--- config.mk ---
export PLATFORM = sky130hd
export DESIGN_NAME = spi_txn_arbiter
export DESIGN_NICKNAME = d
export VERILOG_FILES = /design/src/rtl/spi_txn_arbiter.sv
export SDC_FILE = /design/constraint.sdc
export NUM_CORES = 1
export LEC_CHECK = 0
export CAP_MARGIN = 25
export CORE_MARGIN = 2
export CORE_UTILIZATION = 32
export CTS_BUF_LIST = sky130_fd_sc_hd__clkbuf_16
export DETAILED_ROUTE_END_ITERATION = 6
export PLACE_DENSITY = 0.68
export REMOVE_ABC_BUFFERS = 1
export SYNTH_ARGS = -nofsm -noshare
export SYNTH_HDL_FRONTEND = slang
export SYNTH_SLANG_ARGS = --single-unit
--- constraint.sdc ---
create_clock -name clk -period 4.1 [get_ports clk]
set_clock_uncertainty 0.2 [all_clocks]
set_input_delay 0.82 -clock clk [delete_from_list [all_inputs] [get_ports clk]]
set_output_delay 0.82 -clock clk [all_outputs]
set_load 0.01 [all_outputs]
--- src/rtl/spi_txn_arbiter.sv ---
// spi_txn_arbiter: round-robin arbiter that shares one SPI master engine between NREQ requesters.
// Optional build macro SPI_ARB_TIMEOUT_EN bounds WAIT to TIMEOUT cycles and answers with rsp_err=1.
module spi_txn_arbiter #(
    parameter int NREQ         = 4,
    parameter int DWIDTH       = 32,
    parameter int NSLAVES      = 4,
    parameter int S_ADDR_WIDTH = $clog2(NSLAVES),
    parameter int GID_WIDTH    = $clog2(NREQ),
    parameter int TIMEOUT      = 1024
) (
    input  logic                         clk,
    input  logic                         rst,
    input  logic [NREQ-1:0]              req_valid,
    input  logic [NREQ*S_ADDR_WIDTH-1:0] req_slave,
    input  logic [NREQ*DWIDTH-1:0]       req_wdata,
    output logic [NREQ-1:0]              req_ready,
    output logic [NREQ-1:0]              rsp_valid,
    output logic [DWIDTH-1:0]            rsp_rdata,
    output logic                         rsp_err,
    output logic                         m_start,
    output logic [S_ADDR_WIDTH-1:0]      m_slave,
    output logic [DWIDTH-1:0]            m_wdata,
    input  logic                         m_busy,
    input  logic                         m_done,
    input  logic [DWIDTH-1:0]            m_rdata,
    output logic [GID_WIDTH-1:0]         grant_id,
    output logic                         busy
);
    typedef enum logic [1:0] {IDLE, START, WAIT} state_e;
    state_e                  state_q, state_d;
    logic [GID_WIDTH-1:0]    ptr_q, ptr_d, gid_q, gid_d, win, idx;
    logic                    found;
    logic [S_ADDR_WIDTH-1:0] slave_q, slave_d, sel_slave;
    logic [DWIDTH-1:0]       wdata_q, wdata_d, sel_wdata, rdata_q, rdata_d;
    logic [NREQ-1:0]         ready_q, ready_d, rvalid_q, rvalid_d;
    logic                    start_q, start_d, err_q, err_d, busy_q, busy_d;
`ifdef SPI_ARB_TIMEOUT_EN
    localparam int CW = $clog2(TIMEOUT);
    logic [CW-1:0]           cnt_q, cnt_d;
`endif

    // Winner is the first active request strictly after the last grant, wrapping modulo NREQ.
    always_comb begin
        win = '0;
        idx = '0;
        found = 1'b0;
        sel_slave = '0;
        sel_wdata = '0;
        for (int i = 1; i <= NREQ; i++) begin
            idx = GID_WIDTH'((int'(ptr_q) + i) % NREQ);
            if (!found && req_valid[idx]) begin
                found = 1'b1;
                win = idx;
            end
        end
        for (int i = 0; i < NREQ; i++) begin
            if (win == GID_WIDTH'(i)) begin
                sel_slave = req_slave[i*S_ADDR_WIDTH +: S_ADDR_WIDTH];
                sel_wdata = req_wdata[i*DWIDTH +: DWIDTH];
            end
        end
    end

    always_comb begin
        state_d  = state_q;
        ptr_d    = ptr_q;
        gid_d    = gid_q;
        slave_d  = slave_q;
        wdata_d  = wdata_q;
        rdata_d  = rdata_q;
        rvalid_d = '0;
        err_d    = 1'b0;
`ifdef SPI_ARB_TIMEOUT_EN
        cnt_d    = cnt_q;
`endif
        case (state_q)
            IDLE: if (!m_busy && found) begin
                state_d = START;
                ptr_d   = win;
                gid_d   = win;
                slave_d = sel_slave;
                wdata_d = sel_wdata;
            end
            START: begin
                state_d = WAIT;
`ifdef SPI_ARB_TIMEOUT_EN
                cnt_d   = '0;
`endif
            end
            WAIT: begin
`ifdef SPI_ARB_TIMEOUT_EN
                cnt_d = cnt_q + 1'b1;
`endif
                if (m_done) begin
                    state_d  = IDLE;
                    rdata_d  = m_rdata;
                    rvalid_d = NREQ'(1) << gid_q;
                end
`ifdef SPI_ARB_TIMEOUT_EN
                else if (cnt_q == CW'(TIMEOUT - 1)) begin
                    state_d  = IDLE;
                    rdata_d  = '0;
                    err_d    = 1'b1;
                    rvalid_d = NREQ'(1) << gid_q;
                end
`endif
            end
            default: state_d = IDLE;
        endcase
        start_d = state_d == START;
        ready_d = start_d ? NREQ'(1) << gid_d : '0;
        busy_d  = state_d != IDLE;
    end

    always_ff @(posedge clk or posedge rst) begin
        if (rst) begin
            state_q  <= IDLE;
            ptr_q    <= GID_WIDTH'(NREQ - 1);
            gid_q    <= '0;
            slave_q  <= '0;
            wdata_q  <= '0;
            rdata_q  <= '0;
            rvalid_q <= '0;
            ready_q  <= '0;
            start_q  <= 1'b0;
            err_q    <= 1'b0;
            busy_q   <= 1'b0;
`ifdef SPI_ARB_TIMEOUT_EN
            cnt_q    <= '0;
`endif
        end else begin
            state_q  <= state_d;
            ptr_q    <= ptr_d;
            gid_q    <= gid_d;
            slave_q  <= slave_d;
            wdata_q  <= wdata_d;
            rdata_q  <= rdata_d;
            rvalid_q <= rvalid_d;
            ready_q  <= ready_d;
            start_q  <= start_d;
            err_q    <= err_d;
            busy_q   <= busy_d;
`ifdef SPI_ARB_TIMEOUT_EN
            cnt_q    <= cnt_d;
`endif
        end
    end

    assign req_ready = ready_q;
    assign rsp_valid = rvalid_q;
    assign rsp_rdata = rdata_q;
    assign rsp_err   = err_q;
    assign m_start   = start_q;
    assign m_slave   = slave_q;
    assign m_wdata   = wdata_q;
    assign grant_id  = gid_q;
    assign busy      = busy_q;
endmodule
==> insert_results.sql <==
INSERT INTO impl_metrics (metric_group, metric, value, unit) VALUES
('run_status', 'outcome', 'finished clean', ''),
('timing', 'max-slew-margin-rel', '0.3969', ''),
('worst_hold_path', 'timing.hold.worst_path_depth', '2', ''),
('final_layout', 'layout.cells.most_common', 'sky130_fd_sc_hd__clkdlybuf4s50_1', ''),
('worst_hold_path', 'hp-class', 'reg -> reg', ''),
('final_layout', 'post_route_cells_drive_above_1_share', '0.06203', ''),
('flow_run', 'maxCapViolations', '0', ''),
('worst_setup_path', 'startpoint_class_of_the_critical_path', 'primary input', ''),
('timing', 'min_period_over_period', '0.7168', ''),
('power_and_ir_drop', 'power.density', '587.7', 'nW/um^2'),
('clocking', 'post_cts.repair.setup_buffers', '0', ''),
('final_layout', 'number_of_nets_in_the_layout', '961', ''),
('logic_synthesis', 'synth_edf_count', '0', ''),
('global_route', 'pin_count_of_the_biggest_net_entering_global_routing', '49', ''),
('worst_setup_path', 'worst_setup_path_end_kind', 'flip-flop', ''),
('worst_setup_path', 'crit-reg2reg-capture', 'rsp_valid[3]$_DFF_PP0_', ''),
('logic_synthesis', 'post_synth.cell_area_avg', '8.435', 'sq um'),
('clocking', 'clock_tree.buffer_depth', '2', ''),
('worst_hold_path', 'hold_path_start', 'rsp_rdata[31]$_DFFE_PP0P_', ''),
('timing', 'fin_crit', '2939', 'ps'),
('clocking', 'htree_num_levels', '3', ''),
('route', 'routedLengthMet1', '7961', 'microns'),
('clocking', 'clkSinkCount', '82', ''),
('global_route', 'antenna_found_initial', '0', ''),
('logic_synthesis', 'synth-warning-count', '0', ''),
('floorplan', 'core_region_area', '14420', 'sq um'),
('timing', 'clock.fmax', '340.3', 'MHz'),
('global_route', 'grt_pass1_wl', '29680', 'microns'),
('logic_synthesis', 'yosysUniqueCellTypes', '40', ''),
('route', 'avgRoutedWirePerCell', '19.26', 'microns'),
('route', 'drt_pre_antenna_iters', '5', ''),
('clocking', 'post_cts_resize_count', '0', ''),
('final_layout', 'fillerInstances', '1307', ''),
('worst_setup_path', 'reg2reg_setup_slack', '1660', 'ps'),
('worst_setup_path', 'rr_worst_depth', '4', ''),
('power_and_ir_drop', 'total_power', '4.521', 'mW'),
('floorplan', 'site_row_count', '44', ''),
('route', 'routed_via_density', '5.556', ''),
('worst_setup_path', 'worst_path_largest_cell_delay', '800', 'ps'),
('logic_synthesis', 'synth_sequential_area_ratio', '0.4373', ''),
('global_route', 'gr-total-overflow', '0', ''),
('placement', 'detailed_place_hpwl', '13480', 'microns'),
('worst_setup_path', 'timing.critical_path.required', '4120', 'ps'),
('placement', 'dp_worst_setup_slack', '398.2', 'ps'),
('power_and_ir_drop', 'leakage', '3.033', 'nW'),
('floorplan', 'fp.dieH', '125.2', 'microns'),
('route', 'drc', '0', ''),
('floorplan', 'die_width', '125.2', 'microns'),
('final_layout', 'mostFrequentLayoutCells', '252 x sky130_fd_sc_hd__clkdlybuf4s50_1, 141 x sky130_fd_sc_hd__nand2_1, 80 x sky130_fd_sc_hd__dfrtp_1, 67 x sky130_fd_sc_hd__o21ai_0', ''),
('route', 'routed_wirelength', '18760', 'microns'),
('logic_synthesis', 'ys_seq_elements', '82', ''),
('clocking', 'clock_latency', '340', 'ps'),
('timing', 'worst-slew-pin-transition', '899.1', 'ps'),
('clocking', 'worst_setup_hold_path_clk_slew', '60', 'ps'),
('route', 'detailroute.wirelength.met3', '1527', 'microns'),
('global_route', 'first_global_vias', '5488', ''),
('timing', 'setup_ws', '1161', 'ps'),
('floorplan', 'initial_utilization', '0.3257', ''),
('clocking', 'clk_root_buffer_cell', 'sky130_fd_sc_hd__clkbuf_16', ''),
('route', 'routed-via-count', '5412', ''),
('timing', 'grt_setup_unrepaired', 'false', ''),
('timing', 'hold_viol', '0', ''),
('logic_synthesis', 'synth_ff_type', 'sky130_fd_sc_hd__dfrtp_1', ''),
('floorplan', 'io_pins', '255', ''),
('timing', 'maxSlewViolCount', '0', ''),
('worst_hold_path', 'hold_end', 'rsp_rdata[31]$_DFFE_PP0P_', ''),
('route', 'route.antenna.remaining_nets', '0', ''),
('global_route', 'track_usage', '0.2359', ''),
('timing', 'fin_setup_tns', '0', 'ps'),
('worst_setup_path', 'critical_path_peak_fanout', '35', ''),
('placement', 'place_area', '7376', 'sq um');
==> critical path: cells and delay by family <==
family        cells  cell delay [ps]
simple gates      2              590
buf+inv           3             1540
==> where the power goes <==
group | switching (mW) | internal [mW] | leakage, nW | total [mW]
clock | 0.352 | 0.479 | 0.150 | 0.831
sequential | 0.239 | 1.17 | 1.02 | 1.41
combinational | 1.16 | 1.11 | 1.87 | 2.28
==> cell families (layout without fill, tap and decap cells) <==
logic type / count (synthesis) / count (layout) / synth area share
compound gates: 152 / 152 / 0.2306
buf+inv: 58 / 291 / 0.05326
flops: 82 / 82 / 0.4373
mux: 2 / 2 / 0.004527
other cells: 1 / 1 / 0.0007982
simple gates: 262 / 262 / 0.2735
==> stage by stage <==
step / cells / utilization
floorplan: 503 / -
finish: 974 / 0.5333
CTS: 973 / 0.5323
detailed placement: 957 / 0.5114
global placement: 956 / 0.5103
global route: 974 / 0.5333
==> cell usage after synthesis, drive strengths merged, types with 6 or more instances <==
master	instances	share of area
nand2	141	0.11
dfrtp	80	0.43
o21ai	73	0.078
a32oi	34	0.063
nand3	34	0.036
nor3b	34	0.054
o2111ai	34	0.063
or3	34	0.045
clkbuf	33	0.026
buf	21	0.024
nor2	6	0.0053
==> state kept, by name, summed over array words and instances, names as in the netlist <==
name / count
m_wdata: 32
rsp_rdata: 32
req_ready: 4
rsp_valid: 4
grant_id: 2
m_slave: 2
ptr_q: 2
state_q: 2
busy: 1
m_start: 1
==> worst max-delay path by stage <==
stage	start	to	slack [ps]	cells after the start
global route	m_done	rsp_valid[3]$_DFF_PP0_	940	5
finish	m_done	rsp_valid[3]$_DFF_PP0_	1160	5
floorplan	req_valid[3]	m_slave[0]$_DFFE_PP0P_	840	4
global placement	req_valid[3]	m_slave[1]$_DFFE_PP0P_	590	6
detailed placement	req_valid[3]	m_wdata[31]$_DFFE_PP0P_	400	6
CTS	req_valid[3]	m_wdata[31]$_DFFE_PP0P_	760	6
==> area by class of cell <==
type,count,area (sq um),area share
Timing Repair Buffer,271,2690,0.3497
Sequential cell,82,2054,0.2671
Clock inverter,7,76.32,0.009922
Multi-Input combinational cell,417,2400,0.3120
Inverter,4,16.27,0.002115
Clock buffer,9,225.2,0.02928
Tap cell,184,230.2,0.02993
==> metal layers <==
layer,up-vias,track usage
met5,-,0
met2,332,0.3875
li1,2491,-
met3,36,0.05605
met1,2553,0.3046
met4,0,0.08497
(Power assumes the default switching activity.)
